===== src/rtl/axi_pkg.sv =====
// ============================================================================
// Module      : axi_pkg
// Description : Shared AXI constants and arbiter state encoding.
// Revision    : 1.0 - initial release
// ============================================================================
`default_nettype none

package axi_pkg;

  localparam logic [1:0] BURST_FIXED = 2'd0;
  localparam logic [1:0] BURST_INCR  = 2'd1;
  localparam logic [1:0] BURST_WRAP  = 2'd2;

  localparam logic [1:0] RESP_OKAY   = 2'd0;

  typedef enum logic [1:0] {
    ARB_IDLE = 2'd0,
    ARB_ADDR = 2'd1,
    ARB_DATA = 2'd2
  } arb_state_e;

endpackage

`default_nettype wire


===== src/rtl/axi_rr_pick2.sv =====
// ============================================================================
// Module      : axi_rr_pick2
// Description : Two-way round-robin picker; shared by the read and write arbiters.
// Revision    : 1.0 - initial release
// ============================================================================
`default_nettype none

module axi_rr_pick2 (
  input  logic [1:0] req,
  input  logic       last_grant,
  output logic       pick,
  output logic       any
);

  assign any  = |req;
  // Contention favours whoever was not served last; a lone requester always wins.
  assign pick = (&req) ? ~last_grant : req[1];

endmodule

`default_nettype wire


===== src/rtl/axi_read_arbiter.sv =====
// ============================================================================
// Module      : axi_read_arbiter
// Description : Round-robin arbiter sharing one AXI4 AR/R slave port between two masters.
// Revision    : 1.0 - initial release
// ============================================================================
`default_nettype none

module axi_read_arbiter
  import axi_pkg::*;
#(
  parameter int DATA_WIDTH    = 32,
  parameter int ADDRESS_WIDTH = 8
) (
  input  logic                     aclk,
  input  logic                     aresetn,

  input  logic [ADDRESS_WIDTH-1:0] s0_araddr,
  input  logic [7:0]               s0_arlen,
  input  logic [2:0]               s0_arsize,
  input  logic [1:0]               s0_arburst,
  input  logic                     s0_arvalid,
  output logic                     s0_arready,
  output logic [DATA_WIDTH-1:0]    s0_rdata,
  output logic [1:0]               s0_rresp,
  output logic                     s0_rlast,
  output logic                     s0_rvalid,
  input  logic                     s0_rready,

  input  logic [ADDRESS_WIDTH-1:0] s1_araddr,
  input  logic [7:0]               s1_arlen,
  input  logic [2:0]               s1_arsize,
  input  logic [1:0]               s1_arburst,
  input  logic                     s1_arvalid,
  output logic                     s1_arready,
  output logic [DATA_WIDTH-1:0]    s1_rdata,
  output logic [1:0]               s1_rresp,
  output logic                     s1_rlast,
  output logic                     s1_rvalid,
  input  logic                     s1_rready,

  output logic [ADDRESS_WIDTH-1:0] m_araddr,
  output logic [7:0]               m_arlen,
  output logic [2:0]               m_arsize,
  output logic [1:0]               m_arburst,
  output logic                     m_arvalid,
  input  logic                     m_arready,
  input  logic [DATA_WIDTH-1:0]    m_rdata,
  input  logic [1:0]               m_rresp,
  input  logic                     m_rlast,
  input  logic                     m_rvalid,
  output logic                     m_rready
);

  arb_state_e               r_state;
  logic                     r_grant;
  logic                     r_last_grant;
  logic [8:0]               r_beats_left;
  logic [ADDRESS_WIDTH-1:0] r_araddr;
  logic [7:0]               r_arlen;
  logic [2:0]               r_arsize;
  logic [1:0]               r_arburst;

  logic                     w_pick;
  logic                     w_any;
  logic [ADDRESS_WIDTH-1:0] w_sel_araddr;
  logic [7:0]               w_sel_arlen;
  logic [2:0]               w_sel_arsize;
  logic [1:0]               w_sel_arburst;
  logic                     w_sel_arvalid;
  logic                     w_sel_rready;
  logic                     w_ar_hs;
  logic                     w_r_hs;
  logic                     w_last_beat;
  logic                     w_unused;

  // Burst end comes from the internal beat counter, never from the slave.
  assign w_unused = m_rlast;

  axi_rr_pick2 u_pick (
    .req        ({s1_arvalid, s0_arvalid}),
    .last_grant (r_last_grant),
    .pick       (w_pick),
    .any        (w_any)
  );

  assign w_sel_araddr  = r_grant ? s1_araddr  : s0_araddr;
  assign w_sel_arlen   = r_grant ? s1_arlen   : s0_arlen;
  assign w_sel_arsize  = r_grant ? s1_arsize  : s0_arsize;
  assign w_sel_arburst = r_grant ? s1_arburst : s0_arburst;
  assign w_sel_arvalid = r_grant ? s1_arvalid : s0_arvalid;
  assign w_sel_rready  = r_grant ? s1_rready  : s0_rready;

  assign w_ar_hs     = (r_state == ARB_ADDR) && w_sel_arvalid && m_arready;
  assign w_r_hs      = (r_state == ARB_DATA) && m_rvalid && w_sel_rready;
  assign w_last_beat = (r_beats_left == 9'd1);

  always_ff @(posedge aclk or negedge aresetn) begin
    if (!aresetn) begin
      r_state      <= ARB_IDLE;
      r_grant      <= 1'b0;
      r_last_grant <= 1'b1;
      r_beats_left <= 9'd0;
      r_araddr     <= '0;
      r_arlen      <= 8'd0;
      r_arsize     <= 3'd0;
      r_arburst    <= 2'd0;
    end else begin
      case (r_state)
        ARB_IDLE: begin
          if (w_any) begin
            r_grant <= w_pick;
            r_state <= ARB_ADDR;
          end
        end
        ARB_ADDR: begin
          // Shadow copy keeps m_ar* stable after the address phase ends.
          r_araddr  <= w_sel_araddr;
          r_arlen   <= w_sel_arlen;
          r_arsize  <= w_sel_arsize;
          r_arburst <= w_sel_arburst;
          if (w_ar_hs) begin
            r_beats_left <= {1'b0, w_sel_arlen} + 9'd1;
            r_state      <= ARB_DATA;
          end
        end
        ARB_DATA: begin
          if (w_r_hs) begin
            r_beats_left <= r_beats_left - 9'd1;
            if (w_last_beat) begin
              r_state      <= ARB_IDLE;
              r_last_grant <= r_grant;
            end
          end
        end
        default: r_state <= ARB_IDLE;
      endcase
    end
  end

  always_comb begin
    s0_arready = 1'b0;
    s0_rdata   = '0;
    s0_rresp   = RESP_OKAY;
    s0_rlast   = 1'b0;
    s0_rvalid  = 1'b0;
    s1_arready = 1'b0;
    s1_rdata   = '0;
    s1_rresp   = RESP_OKAY;
    s1_rlast   = 1'b0;
    s1_rvalid  = 1'b0;
    m_araddr   = r_araddr;
    m_arlen    = r_arlen;
    m_arsize   = r_arsize;
    m_arburst  = r_arburst;
    m_arvalid  = 1'b0;
    m_rready   = 1'b0;
    case (r_state)
      ARB_ADDR: begin
        m_araddr  = w_sel_araddr;
        m_arlen   = w_sel_arlen;
        m_arsize  = w_sel_arsize;
        m_arburst = w_sel_arburst;
        m_arvalid = w_sel_arvalid;
        if (r_grant) s1_arready = m_arready;
        else         s0_arready = m_arready;
      end
      ARB_DATA: begin
        m_rready = w_sel_rready;
        if (r_grant) begin
          s1_rdata  = m_rdata;
          s1_rresp  = m_rresp;
          s1_rvalid = m_rvalid;
          s1_rlast  = w_last_beat;
        end else begin
          s0_rdata  = m_rdata;
          s0_rresp  = m_rresp;
          s0_rvalid = m_rvalid;
          s0_rlast  = w_last_beat;
        end
      end
      default: ;
    endcase
  end

endmodule

`default_nettype wire


===== config.mk =====
export PLATFORM = sky130hd
export DESIGN_NAME = axi_read_arbiter
export DESIGN_NICKNAME = d
export VERILOG_FILES = /design/src/rtl/axi_pkg.sv /design/src/rtl/axi_rr_pick2.sv /design/src/rtl/axi_read_arbiter.sv
export SDC_FILE = /design/constraint.sdc
export NUM_CORES = 1
export LEC_CHECK = 0
export BUFFER_PORTS_ARGS = -buffer_cell sky130_fd_sc_hd__buf_4
export CELL_PAD_IN_SITES_DETAIL_PLACEMENT = 0
export CELL_PAD_IN_SITES_GLOBAL_PLACEMENT = 1
export CORE_MARGIN = 3
export CORE_UTILIZATION = 28
export CTS_CLUSTER_DIAMETER = 40
export DETAILED_ROUTE_END_ITERATION = 7
export GPL_ROUTABILITY_DRIVEN = 0
export GPL_TIMING_DRIVEN = 0
export PLACE_DENSITY = 0.85
export SLEW_MARGIN = 10
export SYNTH_ARGS = -nofsm -noshare
export SYNTH_HDL_FRONTEND = slang
export SYNTH_SLANG_ARGS = --single-unit
export TNS_END_PERCENT = 30

===== constraint.sdc =====
create_clock -name aclk -period 2.9 [get_ports aclk]
set_input_delay 0.435 -clock aclk [delete_from_list [all_inputs] [get_ports aclk]]
set_output_delay 0.435 -clock aclk [all_outputs]
set_load 0.05 [all_outputs]

Word-level counts from Yosys, hierarchy flattened
Cells that the tools add are included.
Widths: inputs -> output; s select.

word-level totals
  output and inout bits = 97
  bits of input ports = 85
  flip-flop bits (word level) = 34
  logic and storage cells = 71

cells by class
  equality and inequality tests = 7
  reduce and logical (&&, ||, !) cells = 12
  bitwise logic cells = 1
  $add $sub $neg = 2
  muxes and demuxes = 41

operator list
  operator             count
  $mux 32              4
  $mux 8               4
  $mux 2               10
  $mux 9               2
  $pmux 9 s2           1
  $mux 1               17
  $add 8x1->9 const B  1
  $eq 9x1->1 const B   1
  $sub 9x1->9 const B  1
  $mux 3               2
  $ne 2x2->1 const B   3
  $pmux 2 s3           1
  $reduce_and 3->1     2
  $logic_and 1x1->1    4
  $reduce_and 2->1     2
  $reduce_and 4->1     1
  $eq 2x1->1 const B   1
  $eq 2x2->1 const B   1
  $logic_not 2->1      1
  $ne 2x1->1 const B   1
  $reduce_bool 2->1    1
  $reduce_or 2->1      1
  $not 1->1            1

Depth between registers and ports, before layout
Gate-level depths: netlist of run 1.

  depth in word-level cells = 5
  gate-level depth with buffers = 10
  mapped depth without buffers = 7

Cells and area by module
A second synthesis of run 1 with hierarchy kept.

unflattened totals
  cell total of the unflattened synthesis = 293
  area, all modules = 2,436.1 µm²

modules (own cells, without submodules)
  module            area each (µm²)  seq. area each (µm²)  times used  cells each
  axi_read_arbiter  2,422.3          852.1                 1           291
  axi_rr_pick2      13.8             0.0                   1           2

Worst setup path before layout of run 1
Ideal clock, no wire load.

  kind = flip-flop to output port
  start = register r_grant
  end = output port m_arlen[0]
  cell stages (with the launch flop) = 6
  data arrival time = 2,200 ps
  setup slack = 265 ps
  cell sequence = dfrtp_1 -> buf_4 -> buf_4 -> buf_2 -> mux2i_1 -> o21ai_0

on the way
  longest elaborated chain between the ends = 2

RTL lines
  what                      line                     text
  start: declaration        axi_read_arbiter.sv:55   logic r_grant;
  start signal: assignment  axi_read_arbiter.sv:111  r_grant <= w_pick;
  $mux 8                    axi_read_arbiter.sv:87   assign w_sel_arlen = r_grant ? s1_arlen : s0_arlen;
  $mux 8                    axi_read_arbiter.sv:157  case (r_state)
  end: declaration          axi_read_arbiter.sv:42   output logic [7:0] m_arlen,

Every way passes these cells.

Worst setup path in the final report of run 1
Same ends and word-level chain as after synthesis.

==> summary.md, run 1 <==
| Metric | Value |
|---|---|
| Clock power frac | `0.078` |
| Max Cap Violations | `0` |
| First-pass GRT wire length | `roughly 15000 um` |
| F_max | `~0.37 GHz` |
| Worst path max stage delay | `410 ps` |
| H-tree levels | `2` |
| Ys async rst share | `1.000` |
| Slew Viols, Final | `0` |
| Register bit total from synthesis | `34` |
| FP Rows | `33` |
| Layout cell share with drive strength beyond 1 | `0.4230` |
| GRT Total Usage | `0.1833` |
| Full die area | `0.01011 mm^2` |
| Worst Path Arrival | `between 2000 and 2500 ps` |
| Drt drc | `0` |
| FILL cells | `about 870` |
| Clock buffer depth | `2` |
| DR WL/cell | `16.07 um` |
| Die height | `just over 100 um` |
| Root Buffer | `clkbuf_8` |
| CTS Hold Bufs | `0` |
| Final net count | `between 500 and 600` |
| Initial DRC count | `121` |
| Hold_ws | `between 90 and 100 ps` |
| Startpoint type of the worst setup path | `flop` |
| Sw Pwr | `0.002551 W` |
| Area leader, netlist | `dfrtp_1` |
| Largest net degree at the start of global routing | `35` |
| Antenna violations before repair | `0` |
| Synth unique cells | `46` |
| Final HPWL DP | `7790 um` |
| Top_reg_cell synth | `dfrtp_1` |
| Status | `complete, no violations` |
| Crit Reg-Reg Endpoint | `r_beats_left[4]` |
| Postcts setup bufs | `0` |
| Cell mode on critical path | `buf_4` |
| Final Util | `0.4816` |
| First drt pass iteration count | `4` |
| Yosys warnings | `0` |
| P_int | `between 0.0015 and 0.002 W` |
| Comb power frac | `0.738` |
| Req. time, crit path | `~2500 ps` |
| Mapped Area | `between 0.002 and 0.003 mm^2` |
| Register area share after synthesis | `0.3403` |
| Starting density of the core | `0.2958` |
| Num CTS Buffers | `5` |
| Post-synthesis area per instance | `8.346 um^2` |
| Pwr Density | `1083 mW/mm^2` |
| Final Hold Viols | `0` |
| EDFF count, synth | `0` |
| Worst R2R Path Depth | `10` |
| Met1 global-route usage | `0.2235` |
| Final min period | `2697 ps` |
| RR Startpoint | `r_grant` |
| Total negative setup slack | `0 ps` |
| Core box area | `~0.0085 mm^2` |
| Total design power | `0.004415 W` |
| Static Leak | `roughly 2.2 nW` |
| Antenna cells | `0` |
| CP max-delay cell | `mux2i_2` |
| RSZ-0062 raised after global routing | `false` |
| Worst-Margin Slew | `537.0 ps` |
| Critical-path cell list | `buf_4, buf_4, buf_2, mux2i_2, o21ai_0, buf_4` |
| Area contributors post-synth | `dfrtp_1 (33%), and3_1 (9.0%), mux2i_1 (8.8%)` |
| Antenna viol nets, final | `0` |
| Total gr overflow | `0` |
| Total placed cells including tap cells | `around 600` |
| PostCTS Resize Cnt | `0` |
| Grt met3 use | `0.04637` |
| GR peak layer | `met2` |
| Crit path to | `m_arlen[0]` |
| CTS tree | `yes` |
| Sw Ratio | `0.5777` |
| Detailed Route WL | `~9500 um` |
| FF-to-FF setup slack | `around 320 ps` |
| Reg area | `roughly 850 um^2` |
| Setup CP Type | `flop to output pin` |
| CP startpoint | `r_grant` |
| Non-Filler Instances | `approximately 600` |
| Maximum VDD drop | `0.001221 V` |
| Vias in the first global route | `between 2000 and 3000` |
| Crit. End Element | `output pin` |
| Post-Synthesis Cells | `300` |
| Syn_nets | `388` |
| Fin crit share | `0.9301` |
| Worst slew margin | `0.6318` |
| Vias per cell | `about 5` |
| Area growth syn-to-layout | `62.82%` |
| Worst min path class | `input port to async pin` |
| Die width | `just over 100 um` |
| CTS sink count | `34` |
| Clk_lat worst skew | `just under 300 ps` |
| Clk_skew | `roughly 5.8 ps` |
| Port bufs | `between 150 and 200` |
| Register share of total power | `0.185` |
| Clock transition at the registers of the reported paths | `about 70 ps` |
| Met2 usage | `0.3216` |
| Via count | `~2900` |
| Multi-input combinational cell area | `0.001533 mm^2` |
| Final setup viols | `0` |
| Worst-path fanout max | `10` |
| IO Count | `about 180` |
| Yosys top cell area share | `0.3298` |
==> stage by stage <==
step | cell area (um^2) | worst slack, ps
finish | 4076 | 202.8
global route | 4076 | 30.88
CTS | 4070 | 3.066
detailed placement | 3986 | 181.0
global placement | 3986 | 232.2
floorplan | 2504 | 264.7
==> Yosys cell counts, drive strengths merged (4+ instances only) <==
master and n:
a211oi 4, a21oi 8, and2 35, and3 36
buf 7, clkbuf 17, dfrtp 33, inv 4
mux2 5, mux2i 22, nand2 30, nand3 4
nand4b 4, nor2 15, nor3 5, o21ai 30
==> layer usage <==
metal,vias up,part of all wire
met4,0,0.0071
met1,1356,0.39
met2,127,0.51
met3,6,0.088
li1,1448,-
met5,-,0
==> registers in the layout (all words and copies together) (netlist names) <==
name,count
r_araddr,8
r_arburst,2
r_arlen,8
r_arsize,3
r_beats_left,9
r_grant,1
r_last_grant,1
r_state,2
==> cell families after synthesis <==
logic type / Yosys count / share of synthesized area
AND/OR/NAND/NOR: 147 / 0.3273
AO/OA/AOI/OAI: 58 / 0.1464
flip-flops: 34 / 0.3403
buffers and inverters: 28 / 0.04997
multiplexers: 27 / 0.1104
XOR/XNOR: 3 / 0.01050
adder cells (fa/ha/maj): 3 / 0.01499
==> how the worst min path moves through the flow <==
| stage | depth (start not counted) | slack [ps] | end | from |
|---|---|---|---|---|
| 4_1_cts | 1 | 110 | r_beats_left[6] | aresetn |
| 6_report | 1 | 90 | r_beats_left[3] | aresetn |
| 3_3_place_gp | 1 | 420 | r_beats_left[3] | aresetn |
| 2_1_floorplan | 0 | 140 | r_araddr[0] | aresetn |
| 5_1_grt | 1 | 120 | r_arlen[3] | aresetn |
| 3_5_place_dp | 1 | 420 | r_beats_left[3] | aresetn |
==> placed cells by master, fill, tap and decap left out, types with 2 or more instances in the layout <==
cell type / instances
o21ai_0: 29
nor4_1: 3
ha_1: 3
nand2b_1: 3
nand2_1: 30
inv_1: 4
nand4b_1: 4
and3_1: 36
clkbuf_1: 17
and2_1: 35
o211ai_1: 2
nand4_1: 3
nand3_1: 4
a21oi_1: 8
xnor2_1: 2
buf_4: 182
nor2_1: 14
o31a_1: 2
mux2_2: 5
a211oi_1: 4
mux2i_1: 21
buf_2: 4
dfrtp_1: 33
nor3_1: 5
nand3b_1: 3
nor2b_1: 2
clkinvlp_4: 2
clkbuf_8: 5
==> critical path, delay by kind of cell, from the launching register on <==
kind | cells | cell delay [ps]
AOI/OAI and AO/OA | 1 | 190
buffers and inverters | 4 | 980
muxes | 1 | 410
DFF | 1 | 380
==> cell type report <==
cell class | instances | share of cell area
inverters | 4 | 0.003683
repair buffers | 180 | 0.3315
flip-flops and latches | 34 | 0.2090
multi-input cells | 238 | 0.3760
plain buffers | 24 | 0.02701
clock inverters | 2 | 0.003683
well taps | 105 | 0.03223
clock buffers | 5 | 0.01688
==> power by group through the flow <==
stage / clock network [W] / logic (W) / registers (W)
floorplan: 0 / 0.00229 / 0.000803
global placement: 0 / 0.00325 / 0.000815
detailed placement: 0 / 0.00327 / 0.000821
CTS: 0.000353 / 0.00328 / 0.000814
global route: 0.000372 / 0.00349 / 0.000846
finish: 0.000344 / 0.00326 / 0.000815
Power figures use the tool's default switching activity.
==> inputs of run 2 (changes only) <==
CORE_UTILIZATION = 25   (was 28)
CTS_BUF_LIST = sky130_fd_sc_hd__clkbuf_2   (was not set)
PLACE_DENSITY = 0.77   (was 0.85)
==> run 2 against run 1 <==
Critical path depth unchanged. Sequential share of layout area fell by 0.064 points. Flip-flop and latch count unchanged. Worst setup slack worse by 73 ps. Maximum frequency fell by 2.6%. Cell count increased by 4.4%. First-iteration DRC count grew 6.6%. Total power decreased by 2.0%. Clock-buffer cell count is the same. Via count decreased by 0.61%. Core utilization fell by 5.1 points. Largest power group unchanged. Highest routed layer unchanged.
==> summary.md, run 2 (synthesized netlist as in run 1, its figures left out) <==
| Metric | Value |
|---|---|
| Status | `complete, no violations` |
| Drt drc | `0 (unchanged)` |
| First drt pass iteration count | `4 (unchanged)` |
| Fin crit share | `0.9552 (+0.02512)` |
| H-tree levels | `2 (unchanged)` |
| FP Rows | `35 (+6.1%)` |
| Commonest non-fill, non-tap cell in the layout | `buf_4` |
| Die width | `106.1 um (+5.5%)` |
| Largest net degree at the start of global routing | `35 (unchanged)` |
| Pwr Density | `1058 mW/mm^2 (-2.3%)` |
| Clk_lat worst skew | `390 ps (+100 ps)` |
| Req. time, crit path | `2470 ps (about the same)` |
| F_max | `0.3610 GHz (-2.6%)` |
| Antenna violations before repair | `0 (unchanged)` |
| Max Cap Violations | `0 (unchanged)` |
| Clock buffer depth | `2 (unchanged)` |
| Top reg by flops | `r_beats_left` |
| GRT Total Usage | `0.1641 (-0.01913)` |
| Final Hold Viols | `0 (unchanged)` |
| Layout cell share with drive strength beyond 1 | `0.4254 (+0.002360)` |
| CTS tree | `yes` |
| FF-to-FF setup slack | `360 ps (+40 ps)` |
| Final net count | `576 (+0.17%)` |
| Antenna viol nets, final | `0 (unchanged)` |
| Total gr overflow | `0 (unchanged)` |
| Worst-Margin Slew | `584.2 ps (+47.19 ps)` |
| Multi-input combinational cell area | `0.001540 mm^2 (+0.49%)` |
| Final setup viols | `0 (unchanged)` |
| Maximum VDD drop | `0.001007 V (-18%)` |
| Port bufs | `180 (unchanged)` |
| Hold_ws | `249.9 ps (+158.2 ps)` |
| Most frequent cells in the layout | `buf_4 (182), and3_1 (36), and2_1 (35)` |
| First-pass GRT wire length | `15200 um (+2.8%)` |
| Final min period | `2770 ps (+72.85 ps)` |
| Crit. End Element | `output pin` |
| Final HPWL DP | `7837 um (+0.61%)` |
| FILL cells | `959 (+10%)` |
| CTS sink count | `34 (unchanged)` |
| Slew Viols, Final | `0 (unchanged)` |
| Root Buffer | `clkbuf_2` |
| Final Util | `0.4303 (-0.05131)` |
| RSZ-0062 raised after global routing | `true` |
| DR WL/cell | `15.56 um (-3.2%)` |
| Setup CP Type | `flop to output pin` |
| Worst slew margin | `0.5994 (-0.03236)` |
| Reg area | `852.1 um^2 (unchanged)` |
| Core box area | `0.009503 mm^2 (+12%)` |
| Vias in the first global route | `2917 (+0.10%)` |
| Largest regs | `r_beats_left x9, r_araddr x8, r_arlen x8` |
| Num CTS Buffers | `5 (unchanged)` |
| Worst-path fanout max | `10 (unchanged)` |
| Worst Path Arrival | `2340 ps (+80 ps)` |
| IO Count | `182 (unchanged)` |
| Vias per cell | `4.723 (-4.8%)` |
| Startpoint type of the worst setup path | `flop` |
| Via count | `2919 (-0.61%)` |
| Worst min path class | `input port to flop` |
| Antenna cells | `0 (unchanged)` |
| Clock transition at the registers of the reported paths | `200 ps (+130 ps)` |
| Max reg flops | `9 (unchanged)` |
| Detailed Route WL | `9617 um (+1.1%)` |
| Starting density of the core | `0.2635 (-0.03232)` |
| Initial DRC count | `129 (+6.6%)` |
| Final WS setup | `129.9 ps (-72.85 ps)` |
| Die height | `106.1 um (+5.5%)` |
| Full die area | `0.01125 mm^2 (+11%)` |
| Clk_skew | `14.28 ps (+8.440 ps)` |
| Area growth syn-to-layout | `63.32%` |
| Dpl ws | `224.1 ps (+43.11 ps)` |
| Static Leak | `2.162 nW (about the same)` |
-- run 2: routing by layer --
| metal | vias to the layer above | track usage | part of all wire |
|---|---|---|---|
| li1 | 1452 | - | - |
| met5 | - | 0 | 0 |
| met4 | 0 | 0.03330 | 0.0093 |
| met3 | 9 | 0.04007 | 0.091 |
| met2 | 141 | 0.2873 | 0.49 |
| met1 | 1317 | 0.2053 | 0.41 |
-- run 2: worst paths after layout --
path,cells after the start,to,from
worst max-delay path,6,m_arlen[0],r_grant
worst min-delay path,2,r_state[0],m_arready
worst max register to register,10,r_beats_left[6],r_grant
worst min register to register,2,r_arlen[1],r_arlen[1]
max in group asynchronous,2,r_last_grant,aresetn
min in group asynchronous,2,r_arlen[5],aresetn
-- run 2: metrics by stage --
step	setup TNS, ps	instances	area, um^2	power [W]
global placement	0	609	4016	0.004078
finish	0	618	4089	0.004327
detailed placement	0	609	4016	0.004102
CTS	0	618	4078	0.004353
floorplan	0	300	2504	0.003091
global route	-3.775	618	4089	0.004616
-- run 2: timing repair --
action                     in CTS  in global routing
setup buffers                   0                  0
setup endpoints to repair      31                 42
hold buffers                    1                  0
gates resized for setup         2                  5
hold endpoints to repair       33                  0
-- run 2: layout make-up --
type	instances	share of cell area
Buffer	24	0.02785
Clock buffer	5	0.006120
Clock inverter	3	0.004896
Inverter	4	0.003672
Multi-Input combinational cell	238	0.3767
Sequential cell	34	0.2084
Tap cell	129	0.03947
Timing Repair Buffer	181	0.3329
-- run 2: critical path, stage by stage (launching register included) --
cell      delay (ps)
dfrtp_1          400
buf_4            200
buf_4            220
clkbuf_4         300
mux2i_2          410
o21ai_0          190
buf_4            230
-- run 2: power by group --
part	internal (W)	switching, W
sequential	0.000698	0.000113
combinational	0.00101	0.00227
clock	0.0000597	0.000180
total	0.00177	0.00256
==> inputs of run 3 (changes only) <==
--- a/config.mk
+++ b/config.mk
@@ -18,2 +18,3 @@
 export PLACE_DENSITY = 0.77
+export REMOVE_ABC_BUFFERS = 1
 export SLEW_MARGIN = 10
==> constraint.sdc (replaced) <==
create_clock -name aclk -period 2.9 [get_ports aclk]
set_input_delay 0.145 -clock aclk [delete_from_list [all_inputs] [get_ports aclk]]
set_output_delay 0.145 -clock aclk [all_outputs]
set_load 0.05 [all_outputs]
==> run 3 against run 2 <==
Cell count down 3.4%. Wire length down 4.1%. Critical endpoint is now s0_rdata[10]. Register-to-register slack better by 70 ps. Die area unchanged. Clock skew up 14 ps. Total power down 3.1%. Worst setup slack better by 190 ps. Via count down 3.1%. Highest routed layer unchanged. Hold slack worse by 200 ps. Sequential power up 16%. Maximum frequency up 7.4%. Critical path depth down 1.
==> summary.md, run 3 (synthesized netlist as in run 1, its figures left out) <==
| Metric | Value |
|---|---|
| Status | `complete, no violations` |
| Pwr Density | `1043 mW/mm^2 (-1.5%)` |
| Num CTS Buffers | `5 (unchanged)` |
| Die width | `106.1 um (unchanged)` |
| Initial DRC count | `134 (+3.9%)` |
| Worst min path class | `input port to flop` |
| Critical-path cell list | `nand2b_1, nor2_2, buf_8, and2_1, buf_4` |
| Vias per cell | `4.737 (+0.29%)` |
| DR WL/cell | `15.44 um (-0.77%)` |
| First drt pass iteration count | `4 (unchanged)` |
| First-pass GRT wire length | `13880 um (-8.7%)` |
| IO Count | `182 (unchanged)` |
| Crit. End Element | `output pin` |
| Core box area | `0.009503 mm^2 (unchanged)` |
| Slew Viols, Final | `0 (unchanged)` |
| P_int | `0.001720 W (-2.6%)` |
| Antenna violations before repair | `0 (unchanged)` |
| Top reg by flops | `r_beats_left` |
| Reg area | `855.8 um^2 (+0.44%)` |
| Final HPWL DP | `7343 um (-6.3%)` |
| Static Leak | `2.133 nW (-1.3%)` |
| Worst-path fanout max | `25 (+15)` |
| Vias in the first global route | `2624 (-10%)` |
| Multi-input combinational cell area | `0.001539 mm^2 (about the same)` |
| F_max | `0.3876 GHz (+7.4%)` |
| FF-to-FF setup slack | `430 ps (+70 ps)` |
| Die height | `106.1 um (unchanged)` |
| Worst Path Arrival | `2430 ps (+90 ps)` |
| Clk_lat worst skew | `380 ps (about the same)` |
| Postcts setup bufs | `0 (unchanged)` |
| Most frequent cells in the layout | `buf_4 (180), and3_1 (36), and2_1 (35)` |
| Area growth syn-to-layout | `60.62%` |
| Max reg flops | `9 (unchanged)` |
| Final WS setup | `320.0 ps (+190.1 ps)` |
| Worst path max stage delay | `520 ps (+110 ps)` |
| Final min period | `2580 ps (-190.1 ps)` |
| CTS tree | `yes` |
| Drt drc | `0 (unchanged)` |
| Fin crit share | `0.8897 (-0.06555)` |
| Largest net degree at the start of global routing | `53 (+51%)` |
| Clock transition at the registers of the reported paths | `170 ps (-30 ps)` |
| Commonest non-fill, non-tap cell in the layout | `buf_4` |
| Max Cap Violations | `0 (unchanged)` |
| Final Hold Viols | `0 (unchanged)` |
| Clock power frac | `0.053 (-0.002)` |
| Register share of total power | `0.224 (+0.036)` |
| Starting density of the core | `0.2635 (unchanged)` |
| FILL cells | `972 (+1.4%)` |
| Full die area | `0.01125 mm^2 (unchanged)` |
| Final net count | `555 (-3.6%)` |
| Sw Pwr | `0.002473 W (-3.5%)` |
| Startpoint type of the worst setup path | `flop` |
| CTS sink count | `34 (unchanged)` |
| Port bufs | `180 (unchanged)` |
| Antenna viol nets, final | `0 (unchanged)` |
| Layout cell share with drive strength beyond 1 | `0.4295 (+0.004129)` |
| Total negative setup slack | `0 ps (unchanged)` |
| Comb power frac | `0.723 (-0.034)` |
| Worst slew margin | `0.4404 (-0.1590)` |
| Final setup viols | `0 (unchanged)` |
| RSZ-0062 raised after global routing | `false` |
| Maximum VDD drop | `0.0006528 V (-35%)` |
| Antenna cells | `0 (unchanged)` |
| CP max-delay cell | `dfrtp_1` |
| Final Util | `0.4232 (-0.007110)` |
| Req. time, crit path | `2760 ps (+290 ps)` |
| FP Rows | `35 (unchanged)` |
| Via count | `2828 (-3.1%)` |
| H-tree levels | `2 (unchanged)` |
| Dpl ws | `269.5 ps (+45.35 ps)` |
| GRT Total Usage | `0.1544 (-0.009696)` |
| Detailed Route WL | `9219 um (-4.1%)` |
| Largest regs | `r_beats_left x9, r_araddr x8, r_arlen x8` |
| Clk_skew | `27.98 ps (+13.70 ps)` |
| Root Buffer | `clkbuf_2` |
| Setup CP Type | `flop to output pin` |
| Clock buffer depth | `2 (unchanged)` |
| Total gr overflow | `0 (unchanged)` |
| Sw Ratio | `0.5898 (-0.002121)` |
| Worst-Margin Slew | `837.6 ps (+253.4 ps)` |
run 3: path summary, 6_finish.rpt:
kind,start,end,cells after the start
worst max-delay path,r_state[0],s0_rdata[10],5
worst min-delay path,s1_arvalid,r_grant,2
worst max register to register,r_grant,r_beats_left[4],8
worst min register to register,r_arlen[1],r_arlen[1],2
max in group asynchronous,aresetn,r_grant,2
min in group asynchronous,aresetn,r_arlen[5],2
run 3: power by group through the flow:
stage | sequential, W | combinational, W | clock [W]
after detailed placement | 0.000952 | 0.00306 | 0
final | 0.000940 | 0.00303 | 0.000222
after global routing | 0.000982 | 0.00324 | 0.000257
after floorplan | 0.000924 | 0.00208 | 0
after global placement | 0.000985 | 0.00296 | 0
after CTS | 0.000939 | 0.00307 | 0.000233
run 3: critical path, delay by kind of cell, from the launching register on:
kind,cells,cell delay (ps)
buffers and inverters,2,410
DFF,1,520
and+or+nand+nor,3,1130
run 3: layer usage:
metal  vias to the layer above  part of all wire  global-route usage
met3                         9             0.095             0.04493
met5                         -                 0                   0
met4                         0             0.017             0.03885
li1                       1406                 -                   -
met1                      1284              0.40              0.1825
met2                       129              0.49              0.2741
run 3: cell type report:
| type | instances | area share |
|---|---|---|
| Timing Repair Buffer | 184 | 0.3516 |
| Tap cell | 129 | 0.04014 |
| Inverter | 4 | 0.003734 |
| Clock buffer | 5 | 0.006223 |
| Sequential cell | 34 | 0.2128 |
| Clock inverter | 3 | 0.002800 |
| Multi-Input combinational cell | 238 | 0.3827 |
run 3: repair_timing:
| action | in CTS | in global routing |
|---|---|---|
| resized for setup | 0 | 1 |
| hold endpoints to repair | 34 | 0 |
| endpoints found under the setup margin | 0 | 1 |
| hold buffers | 2 | 0 |
run 3: stage by stage:
stage	cell area [um^2]	cells	hold WS [ps]	total power (W)
2_1_floorplan	2394	276	-150.6	0.003004
3_3_place_gp	3906	585	135.1	0.003946
3_5_place_dp	3963	587	135.4	0.004010
4_1_cts	4019	597	27.38	0.004238
5_1_grt	4021	597	10.62	0.004474
6_report	4021	597	54.33	0.004192
